<file path="src/rtl/mul_div_unit.sv">
// Iterative multiply/divide unit with its own HI/LO pair, retiring StepBits result bits per CALC cycle.
// Optional macro MULDIV_EARLY_TERM_EN: a multiply leaves CALC once its remaining multiplier bits are zero.
module mul_div_unit #(
  parameter int DataWidth = 32,
  parameter int StepBits  = 1
) (
  input  logic                 clock,
  input  logic                 reset,
  input  logic                 enable,
  input  logic                 start,
  input  logic [3:0]           op,
  input  logic [DataWidth-1:0] a,
  input  logic [DataWidth-1:0] b,
  input  logic                 flush,
  output logic                 busy,
  output logic                 done,
  output logic                 divByZero,
  output logic [DataWidth-1:0] high,
  output logic [DataWidth-1:0] low
);
  localparam int W     = DataWidth;
  localparam int Steps = DataWidth / StepBits;
  localparam int CntW  = (Steps > 1) ? $clog2(Steps) : 1;

  localparam logic [1:0] IDLE = 2'd0, CALC = 2'd1, FIX = 2'd2;

  localparam logic [3:0] OP_MULT  = 4'd0, OP_MULTU = 4'd1, OP_DIV   = 4'd2, OP_DIVU  = 4'd3;
  localparam logic [3:0] OP_MTHI  = 4'd4, OP_MTLO  = 4'd5, OP_MADD  = 4'd6, OP_MADDU = 4'd7;
  localparam logic [3:0] OP_MSUB  = 4'd8, OP_MSUBU = 4'd9;

  logic [1:0]      state;
  logic [2*W-1:0]  acc;     // multiply: running product; divide: {remainder, dividend/quotient}
  logic [2*W-1:0]  mcand;   // multiply: shifted multiplicand; divide: divisor in low half
  logic [W-1:0]    mplier;
  logic [CntW-1:0] cnt;
  logic            is_div, neg_q, neg_r, acc_add, acc_sub;

  logic            is_arith, op_signed, op_div, a_neg, b_neg, b_zero;
  logic [W-1:0]    a_mag, b_mag;

  always_comb begin
    is_arith  = op inside {OP_MULT, OP_MULTU, OP_DIV, OP_DIVU, OP_MADD, OP_MADDU, OP_MSUB, OP_MSUBU};
    op_signed = op inside {OP_MULT, OP_DIV, OP_MADD, OP_MSUB};
    op_div    = op inside {OP_DIV, OP_DIVU};
    a_neg     = op_signed & a[W-1];
    b_neg     = op_signed & b[W-1];
    a_mag     = a_neg ? -a : a;
    b_mag     = b_neg ? -b : b;
    b_zero    = (b == '0);
  end

  // One CALC cycle: StepBits chained shift-add or restoring-subtract stages.
  logic [2*W-1:0] acc_step, mc_step;
  logic [W-1:0]   mp_step;
  logic [W:0]     r_sh;

  always_comb begin
    acc_step = acc;
    mc_step  = mcand;
    mp_step  = mplier;
    r_sh     = '0;
    for (int i = 0; i < StepBits; i++) begin
      if (is_div) begin
        r_sh = {acc_step[2*W-1:W], acc_step[W-1]};
        if (r_sh >= {1'b0, mcand[W-1:0]})
          acc_step = {r_sh[W-1:0] - mcand[W-1:0], acc_step[W-2:0], 1'b1};
        else
          acc_step = {r_sh[W-1:0], acc_step[W-2:0], 1'b0};
      end else begin
        if (mp_step[0]) acc_step = acc_step + mc_step;
        mc_step = mc_step << 1;
        mp_step = mp_step >> 1;
      end
    end
  end

  logic early_exit;
`ifdef MULDIV_EARLY_TERM_EN
  assign early_exit = !is_div && (mp_step == '0);
`else
  assign early_exit = 1'b0;
`endif

  logic [2*W-1:0] prod, mul_res;
  logic [W-1:0]   quo, rem;

  always_comb begin
    prod = neg_q ? -acc : acc;
    if (acc_add)      mul_res = {high, low} + prod;
    else if (acc_sub) mul_res = {high, low} - prod;
    else              mul_res = prod;
    quo = neg_q ? -acc[W-1:0] : acc[W-1:0];
    rem = neg_r ? -acc[2*W-1:W] : acc[2*W-1:W];
  end

  assign busy = (state != IDLE);

  always_ff @(posedge clock) begin
    if (reset) begin
      state     <= IDLE;
      high      <= '0;
      low       <= '0;
      done      <= 1'b0;
      divByZero <= 1'b0;
      acc       <= '0;
      mcand     <= '0;
      mplier    <= '0;
      cnt       <= '0;
      is_div    <= 1'b0;
      neg_q     <= 1'b0;
      neg_r     <= 1'b0;
      acc_add   <= 1'b0;
      acc_sub   <= 1'b0;
    end else if (enable) begin
      done <= 1'b0;
      if (flush) begin
        state <= IDLE;
      end else begin
        case (state)
          IDLE: if (start) begin
            if (op == OP_MTHI) high <= a;
            else if (op == OP_MTLO) low <= a;
            else if (is_arith) begin
              state     <= CALC;
              cnt       <= CntW'(Steps - 1);
              is_div    <= op_div;
              acc_add   <= op inside {OP_MADD, OP_MADDU};
              acc_sub   <= op inside {OP_MSUB, OP_MSUBU};
              divByZero <= op_div & b_zero;
              mplier    <= b_mag;
              if (op_div) begin
                // b==0 runs unsigned on raw a: quotient all ones, remainder a
                acc   <= {{W{1'b0}}, b_zero ? a : a_mag};
                mcand <= {{W{1'b0}}, b_mag};
                neg_q <= ~b_zero & (a_neg ^ b_neg);
                neg_r <= ~b_zero & a_neg;
              end else begin
                acc   <= '0;
                mcand <= {{W{1'b0}}, a_mag};
                neg_q <= a_neg ^ b_neg;
                neg_r <= 1'b0;
              end
            end
          end
          CALC: begin
            acc    <= acc_step;
            mcand  <= mc_step;
            mplier <= mp_step;
            cnt    <= cnt - CntW'(1);
            if (cnt == '0 || early_exit) state <= FIX;
          end
          FIX: begin
            state <= IDLE;
            done  <= 1'b1;
            if (is_div) begin
              low  <= quo;
              high <= rem;
            end else begin
              {high, low} <= mul_res;
            end
          end
          default: state <= IDLE;
        endcase
      end
    end
  end
endmodule

</file>
<file path="config.mk">
export PLATFORM = sky130hd
export DESIGN_NAME = mul_div_unit
export DESIGN_NICKNAME = d
export VERILOG_FILES = /design/src/rtl/mul_div_unit.sv
export SDC_FILE = /design/constraint.sdc
export NUM_CORES = 1
export LEC_CHECK = 0
export BUFFER_PORTS_ARGS = -buffer_cell sky130_fd_sc_hd__clkbuf_2
export CORE_ASPECT_RATIO = 0.75
export CORE_MARGIN = 2
export CORE_UTILIZATION = 30
export DETAILED_ROUTE_END_ITERATION = 10
export PLACE_DENSITY = 0.42
export SYNTH_ARGS = -nofsm -noshare
export SYNTH_HDL_FRONTEND = slang
export SYNTH_SLANG_ARGS = --single-unit
</file>
<file path="constraint.sdc">
create_clock -name clock -period 11.99 [get_ports clock]
set_clock_uncertainty 0.2 [all_clocks]
set_input_delay 0.5995 -clock clock [delete_from_list [all_inputs] [get_ports clock]]
set_output_delay 0.5995 -clock clock [all_outputs]
set_load 0.03 [all_outputs]
</file>
# Word-level counts from Yosys, hierarchy flattened
# Cells that the tools add are included.
[classes]
n_addsub = 10
mul = 0
div_mod_pow = 0
order_cmp = 1
n_eq_ne = 24
shifts = 0
mux = 55
bitwise_logic = 10
reduce_logical = 19
[ops]
columns = ["op", "n"]
rows = [
  ["$mux 64", 15],
  ["$mux 32", 19],
  ["$pmux 64 s2", 2],
  ["$pmux 32 s2", 3],
  ["$add 64x64->64", 2],
  ["$neg 32->32", 4],
  ["$neg 64->64", 1],
  ["$sub 64x64->64", 1],
  ["$ge 33x32->1", 1],
  ["$logic_not 32->1", 1],
  ["$sub 32x32->32", 1],
  ["$mux 5", 4],
  ["$ne 3x3->1 const B", 6],
  ["$eq 4x3->1 const B", 4],
  ["$reduce_and 8->1", 2],
  ["$ne 2x2->1 const B", 7],
  ["$reduce_and 7->1", 2],
  ["$mux 2", 6],
  ["$reduce_and 6->1", 2],
  ["$reduce_bool 2->1", 6],
  ["$pmux 5 s2", 1],
  ["$eq 4x2->1 const B", 2],
  ["$eq 4x4->1 const B", 2],
  ["$reduce_bool 8->1", 1],
  ["14 further kinds", 24],
]
[totals]
register_bits = 238
latch_bits = 0
ram_bits = 0
rom_bits = 0
input_bits = 73
out_inout_bits = 67
word_cells = 133
mem_count = 0

# Longest topological paths before layout
# Gate-level depths: netlist of run 1.
[logic_depth]
word_depth = 11
depth_mapped = 24
ltp_nobuf = 22

# Worst setup path after synthesis of run 1
# No wires, ideal clock.
[synth_timing]
kind = "register to register"
startpoint = "reg acc[32]"
endpoint = "reg high[31]"
setup_time_ns = 0.075
arrival_ns = 5.486
t_required_ns = 11.715
setup_slack_ns = 6.229
path_stages_with_launch = 23
path_buffers = 1
synth_period_minus_slack_ns = 5.761
path_cell_list = "dfxtp_1 > clkbuf_1 > inv_1 > ha_1 > or3b_2 > or3_1 > or3_1 > or3_1 > o21ai_0 > xor2_1 > inv_1 > ha_1 > nand4_1 > nor4_1 > nor2b_1 > nor4b_1 > o211ai_1 > and3_1 > o41ai_1 > a221oi_1 > xnor2_1 > a221o_1 > o22ai_1"
[synth_via]
elab_chain_cells = 7
elab_cells_between_ends = 10
cone_classes = "add/sub (4); mux (6)"
[synth_rtl]
columns = ["element", "line_no", "text"]
rows = [
  ["from (decl)", "32", "logic [2*W-1:0] acc;"],
  ["from (signal assigned)", "133", "acc <= {{W{1'b0}}, b_zero ? a : a_mag};"],
  ["from (signal assigned)", "146", "acc <= acc_step;"],
  ["$neg 64->64", "88", "prod = neg_q ? -acc : acc;"],
  ["$mux 64", "88", ""],
  ["$sub 64x64->64", "90", "else if (acc_sub) mul_res = {high, low} - prod;"],
  ["$mux 64", "90", ""],
  ["$mux 64", "89", "if (acc_add) mul_res = {high, low} + prod;"],
  ["$mux 32 (*)", "155", "if (is_div) begin"],
  ["$pmux 32 s2 (*)", "119", "case (state)"],
  ["to (signal assigned)", "157", "high <= rem;"],
  ["to (signal assigned)", "159", "{high, low} <= mul_res;"],
  ["to (decl)", "18", "output logic [DataWidth-1:0] high,"],
]
# Every way passes the cells marked *; elsewhere a longest branch is shown, timed or not.
# A chain may end at the register's enable or synchronous reset.

# Worst setup path in the final report of run 1
[layout_timing]
startpoint = "reg acc[8]"
endpoint = "reg high[31]"
[layout_via]
elab_chain_cells = 7
elab_cells_between_ends = 8
cone_classes = "add/sub (3); mux (5)"
[layout_rtl]
columns = ["element", "line_no"]
rows = [
  ["$neg 64->64", "88"],
  ["$mux 64 (*)", "88"],
  ["$sub 64x64->64", "90"],
  ["$mux 64", "90"],
  ["$mux 64 (*)", "89"],
  ["$mux 32 (*)", "155"],
  ["$pmux 32 s2 (*)", "119"],
]
# Marked as above.

==> results by group, run 1 <==
Timing
  – Tcrit/Tclk final: about 64%
  – Slew HR: 11.8%
  – RSZ-0062 raised after global routing: false
  – Slew Limit Fails: 0
  – Sum Neg Setup Slack: 0 ns
  – Final worst setup slack: 4.31 ns
  – Worst-Margin Slew: roughly 1.3 ns
  – F_max: between 0.1 and 0.15 GHz
  – # setup viols final: 0
  – Period minus WS final: about 7.7 ns
  – Hold Fails Final Rpt: 0

Route
  – Total routed wirelength: approximately 150 mm
  – Vias per inst: around 6
  – 1st-iter DRT viols: between 3000 and 4000
  – Wire per inst: around 26 um
  – DRT antenna net count: 0
  – Vias: ~32000
  – DRT Pass-1 Iters: 5
  – # DRC: 0

Global route
  – Initial antenna violation count: 14
  – Vias in the first global route: 29900
  – Largest net degree at the start of global routing: roughly 100
  – All-Layer GR Usage: ~28%
  – GRT Residual Overflow: 0
  – First-pass GRT wire length: between 200 and 250 mm

Yosys
  – Post-Syn Area per Cell: about 7 um2
  – Yosys top cell area share: about 16%
  – Register bit total from synthesis: between 200 and 250
  – Synth Flop Type: dfxtp_1
  – Syn Nets: roughly 4500
  – Sequential-to-total area share from yosys stat: between 15 and 20%
  – Synth area leaders: dfxtp_1 (16%), ha_1 (9.7%), a21oi_1 (7.3%)
  – Async S/R FF share, synth: 0%
  – EDFF count, synth: 0
  – Syn. warnings: 0
  – Mapped Cells: 4244
  – Cell Area, Synth: approximately 29000 um2
  – Post-synth top area cell: dfxtp_1
  – Unique cell type count in the Yosys netlist: between 80 and 90

Critical path
  – CP Capture Type: flop
  – CP arrival: ~8 ns
  – CP cell instances: nor4_2 > nand3_1 > nor3_1 > nand2_1 > o21ai_1 > nand2_1 > xnor2_1 > inv_1 > ha_1 > nand4_1 > nor4_1 > nor2b_1 > nor4b_1 > o211ai_1 > and3_1 > o41ai_1 > a221oi_1 > xnor2_1 > a221o_1 > o22ai_1
  – Max stage delay on crit path: ~0.66 ns
  – Worst Setup Start Kind: flop
  – Crit Path Class: flop to flop
  – R2R setup slack: approximately 4.3 ns
  – Critical path peak fanout: 15
  – Worst-path cell with the longest stage delay: o21ai_1
  – Critical path required time: 12.34 ns

Hold path
  – Worst min-delay path category: input port to flop

Finish
  – Most frequent cells in the layout: a21oi_1 (428), nor2_1 (404), nand2_1 (397), o21ai_0 (291), dfxtp_1 (235)
  – Synth-to-layout area growth: 9.60%
  – Fillers: 10700
  – Fraction of layout cells with a size suffix above 1: 7.88%
  – Final layout net count: about 4500
  – Most common cell after layout, fill and taps aside: a21oi_1

Place
  – DPL Wire Length: roughly 110 mm
  – Port bufs: approximately 140
  – GPL Wtd Cong: a little under 1
  – Pre-CTS setup slack: 4.57 ns

Run
  – Max Cap Viol: 0

Clocking
  – CTS max path bufs: 3
  – Clk sink count: 238
  – Clk pin slew, worst setup/hold paths: ~0.070 ns
  – CTS resizes: 0
  – Post-CTS Hold Fix Bufs: 0
  – Clk Latency, worst-skew pair: between 0.6 and 0.7 ns
  – Total clock buffers created by CTS: 31
  – TritonCTS clock tree: yes
  – H-Tree Depth: 1
  – Setup bufs post-CTS: 0
  – Cell chosen for the clock root: clkbuf_16

Pwr
  – VDD IR max: ~0.00012 V
  – Leak Pwr: 0.0130 uW
  – P per Cell Area: approximately 86 nW/um2
  – Total power: ~2800 uW

Die
  – Initial Util: between 30% and 40%
  – Num rows: 99
  – Die span in x: between 300 and 400 um
  – Die area: 100000 um2
  – Die Height: about 270 um
  – Io pins: 140
  – Core Area: about 97000 um2

Status
  – Status: complete, no violations
==> Yosys cell counts (23+ instances only) <==
cell	instances
o21ai_0	292
nand4_1	45
nor2_1	408
o31ai_1	42
ha_1	228
mux2i_1	23
o221ai_1	41
a21o_1	89
inv_1	202
nor2b_1	39
and3_1	33
or3_1	34
nand2_1	397
xor2_1	139
a21oi_1	429
a211oi_1	155
nand3_1	101
nor4_1	51
a221oi_1	52
nor3_1	103
a31oi_1	54
clkbuf_1	288
xnor2_1	222
o21bai_1	50
o21a_1	28
dfxtp_1	238
a22oi_1	38
nand2b_1	38
o211ai_1	50
==> registers in the layout, indices dropped and copies added (netlist names), 2 cells and up <==
name / cells
cnt: 5
mcand: 64
mplier: 32
state: 2
high: 32
acc: 64
low: 32
==> final cells by class <==
| class | instances | area, um2 | share of cell area, % |
|---|---|---|---|
| Multi-Input combinational cell | 3488 | 22700 | 70.6 |
| Sequential cell | 238 | 4770 | 14.8 |
| Tap cell | 1313 | 1640 | 5.11 |
| Timing Repair Buffer | 199 | 1150 | 3.58 |
| Clock buffer | 38 | 842 | 2.62 |
| Inverter | 204 | 766 | 2.38 |
| Clock inverter | 19 | 267 | 0.829 |
| Antenna cell | 3 | 7.51 | 0.0233 |
==> critical path: cells and delay by family, from the launching register on <==
family	cells	cell delay, ns
flops	1	0.40
simple gates	10	3.71
fa+ha+maj	1	0.63
xor+xnor	2	0.47
buf+inv	1	0.08
compound gates	6	2.07
==> final timing paths <==
kind / from / depth (start not counted) / end
hold reg to reg: mplier[25] / 2 / mplier[25]
setup reg to reg: acc[8] / 20 / high[31]
hold / removal: flush / 3 / state[0]
setup / recovery: acc[8] / 20 / high[31]
==> through the flow <==
| step | instance area, um2 | hold WS, ns | cells | utilization, % |
|---|---|---|---|---|
| floorplan | 29300 | 0.232 | 4244 | - |
| global placement | 31000 | 0.242 | 5442 | 32.0 |
| detailed placement | 31000 | 0.251 | 5442 | 32.0 |
| CTS | 32100 | 0.0890 | 5499 | 33.1 |
| global route | 32100 | 0.113 | 5499 | 33.1 |
| finish | 32200 | 0.110 | 5502 | 33.1 |
==> cells by family after synthesis <==
kind of cell	Yosys count	synth area share, %
compound gates	1505	33.4
xor+xnor	361	10.8
fa+ha+maj	232	10.0
buf+inv	518	6.67
flops	238	16.2
mux	27	0.938
simple gates	1363	22.0
==> routing by layer <==
metal | GRT usage (%) | share of wire, %
met5 | 0 | 0.012
met4 | 6.57 | 2.5
met3 | 6.15 | 8.5
met2 | 41.3 | 41
met1 | 41.0 | 48
==> where the power goes <==
part / internal [uW] / switching [uW] / leakage, uW
sequential: 807 / 28.6 / 0.00193
combinational: 273 / 561 / 0.0105
clock: 627 / 461 / 0.000536
total: 1710 / 1050 / 0.0130
No activity file was read; power rests on OpenSTA's default activity.
==> run 2, diff against run 1 <==
PLACE_DENSITY = 0.43   (was 0.42)
clock period = 6.5 ns   (was 11.99 ns; I/O delays follow)
==> run 2 against run 1 <==
Against the previous run: design area increased by 3.0%; flip-flop and latch count unchanged; maximum frequency rose by 24%; clock-buffer cell count is 6 higher; via count grew 1.3%; setup slack got worse by 4.0 ns; critical path depth fell by 2; final cell count grew 2.0%; wire length rose by 0.30%; sequential share of layout area is 0.43 points lower; hold slack got worse by 0.049 ns.
==> results by group, run 2 (synthesized netlist as in run 1, its figures left out) <==
Pwr
  – Net Sw Frac: 37.8% (-0.30 points)
  – P per Cell Area: 157 nW/um2 (+83%)
  – Clk pwr share: 39.5% (about the same)
  – VDD IR max: 0.000139 V (+17%)
  – Cell-internal power: 3230 uW (+89%)
  – Switch Pwr: 1960 uW (+87%)
  – Sequential share of power: 29.5% (-0.8 points)
  – Logic gate share of total power: 31.0% (+0.7 points)
  – Leak Pwr: 0.0136 uW (+4.8%)

Finish
  – Biggest regs: acc: 64 flops, mcand: 64 flops
  – Synth-to-layout area growth: 12.9%
  – Fin area: 33100 um2 (+3.0%)
  – Final layout net count: 4578 (+2.5%)
  – Final std cells w/o fill: 5612 (+2.0%)
  – Most frequent cells in the layout: a21oi_1 (427), nor2_1 (403), nand2_1 (397), o21ai_0 (290), dfxtp_1 (235)
  – Fraction of layout cells with a size suffix above 1: 10.4% (+2.5 points)
  – Final core area utilization: 34.1% (+0.99 points)
  – Most common cell after layout, fill and taps aside: a21oi_1

Critical path
  – Crit Path Class: flop to flop
  – Worst R2R Path Depth: 18 (-10%)
  – CP cell instances: inv_1 > ha_1 > inv_1 > o31ai_1 > xnor2_1 > ha_1 > or2_2 > a211oi_1 > o21ai_0 > o211ai_1 > o21ai_0 > a2111oi_0 > nor3_2 > o21ai_1 > a31o_2 > and4_1 > o32ai_1 > a211o_1
  – Critical path required time: 6.74 ns (-5.60 ns)
  – CP Capture Type: flop
  – Max stage delay on crit path: 0.62 ns (-0.04 ns)
  – Worst Setup Start Kind: flop
  – Worst path buffer plus inverter count: 2 (+1)
  – Crit path depth: 18 (-10%)
  – CP arrival: 6.45 ns (-1.58 ns)
  – CP delay by family, top: compound AO/OA/AOI/OAI gates
  – Reg2reg start: acc[0]
  – Worst-path cell with the longest stage delay: a2111oi_0
  – Crit path from: acc[0]
  – Critical path peak fanout: 9 (-6)

Clocking
  – Cell chosen for the clock root: clkbuf_16
  – Clk pin slew, worst setup/hold paths: 0.06 ns (about the same)
  – H-Tree Depth: 2 (+1)
  – Clk sink count: 238 (unchanged)
  – Clk Latency, worst-skew pair: 0.59 ns (-0.06 ns)
  – Total clock buffers created by CTS: 35 (+13%)
  – TritonCTS clock tree: yes
  – CTS max path bufs: 3 (unchanged)

Timing
  – Slew Limit Fails: 0 (unchanged)
  – Slew HR: 23.5% (+12 points)
  – # setup viols final: 0 (unchanged)
  – Hold Fails Final Rpt: 0 (unchanged)
  – Min Hold Slack: 0.0615 ns (-0.0488 ns)
  – Tcrit/Tclk final: 95.4% (+31 points)
  – F_max: 0.161 GHz (+24%)
  – Worst-Margin Slew: 1.14 ns (-0.151 ns)
  – Period minus WS final: 6.20 ns (-1.48 ns)

Die
  – Num rows: 99 (unchanged)
  – Initial Util: 30.2% (unchanged)
  – Core Area: 97100 um2 (unchanged)
  – Io pins: 140 (unchanged)
  – Die span in x: 365 um (unchanged)
  – Die Height: 275 um (unchanged)
  – Die area: 100000 um2 (unchanged)

Place
  – Port bufs: 139 (unchanged)
  – GPL Wtd Cong: 0.983 (+2.4%)
  – Post-placement cell count: 5538 (+1.8%)
  – DP Area: 31800 um2 (+2.4%)
  – DPL Wire Length: 113 mm (+1.1%)

Global route
  – GRT Residual Overflow: 0 (unchanged)
  – Vias in the first global route: 30700 (+2.7%)
  – Largest net degree at the start of global routing: 130 (+25%)
  – Initial antenna violation count: 14 (unchanged)
  – All-Layer GR Usage: 28.2% (+0.20 points)
  – First-pass GRT wire length: 212 mm (+0.44%)

Hold path
  – Worst min-delay path category: input port to flop
  – Hold path depth: 5 (+2)
  – Min-delay src: b[25]

Route
  – # DRC: 0 (unchanged)
  – Wire per inst: 26.0 um (-1.7%)
  – Met2 wire length: 59.4 mm (-1.1%)
  – 1st-iter DRT viols: 3365 (-6.5%)
  – Max Used Layer: met5
  – Metal1 wirelength: 67.2 mm (-3.0%)
  – Vias per inst: 5.85 (-0.66%)
  – Routed wire length on met3: 14.6 mm (+17%)
  – DRT antenna net count: 0 (unchanged)
  – Vias: 32800 (+1.3%)
  – DRT Pass-1 Iters: 5 (unchanged)
  – Total routed wirelength: 146 mm (+0.30%)

Status
  – Status: complete, no violations

Run
  – Max Cap Viol: 0 (unchanged)
==> run 2: cell types whose count changed in the layout (fill, tap and decap cells not counted), sizes merged <==
cell and delta:
bufinv -3, buf +99, clkbuf +6, dlygate4sd3 +8, clkinvlp -4, clkinv +3, diode +1
==> run 2: worst paths after layout <==
check,endpoint,slack [ns]
max,high[30],0.30
min,mplier[25],0.06
max reg2reg,high[30],0.30
min reg2reg,mcand[63],0.26
==> run 2: layout make-up <==
cell class	instances	area, um2
flip-flops and latches	238	4770
repair buffers	306	2000
multi-input cells	3488	22800
fillers	10600	64000
diodes	4	10.0
clock inverters	15	158
inverters	204	766
clock buffers	44	980
well taps	1313	1640
==> run 2: repair_timing <==
| action | 4_1_cts | 5_1_grt |
|---|---|---|
| resized for setup | 1 | 16 |
| hold buffers | 8 | 0 |
| pin swaps | 0 | 3 |
| setup endpoints to repair | 1 | 13 |
| endpoints found under the hold margin | 8 | 0 |
| setup buffers | 0 | 3 |
==> run 2: tightest hold or removal path: cells and delay by family <==
kind | cells | cell delay (ns)
buffers and inverters | 1 | 0.10
AND/OR/NAND/NOR | 2 | 0.18
AO/OA/AOI/OAI | 1 | 0.06
XOR/XNOR | 1 | 0.11
==> run 2: metal layers <==
layer / up-vias / GRT usage, %
li1: 15600 / -
met5: - / 0
met1: 15800 / 39.7
met4: 6 / 8.97
met2: 1233 / 40.4
met3: 206 / 8.75
==> run 2: power groups by stage <==
| stage | logic, uW | registers (uW) | clock network, uW |
|---|---|---|---|
| global route | 1740 | 1530 | 2130 |
| global placement | 1560 | 1560 | 0 |
| finish | 1610 | 1530 | 2050 |
| floorplan | 1020 | 1550 | 0 |
| CTS | 1570 | 1530 | 2100 |
| detailed placement | 1560 | 1560 | 0 |
==> run 2: metrics by stage <==
| step | setup slack [ns] | TNS [ns] | power, uW |
|---|---|---|---|
| 3_5_place_dp | -0.0375 | -0.0375 | 3120 |
| 2_1_floorplan | 0.739 | 0 | 2570 |
| 5_1_grt | -0.0308 | -0.0308 | 5400 |
| 3_3_place_gp | 0.128 | 0 | 3130 |
| 6_report | 0.299 | 0 | 5190 |
| 4_1_cts | 0.142 | 0 | 5190 |
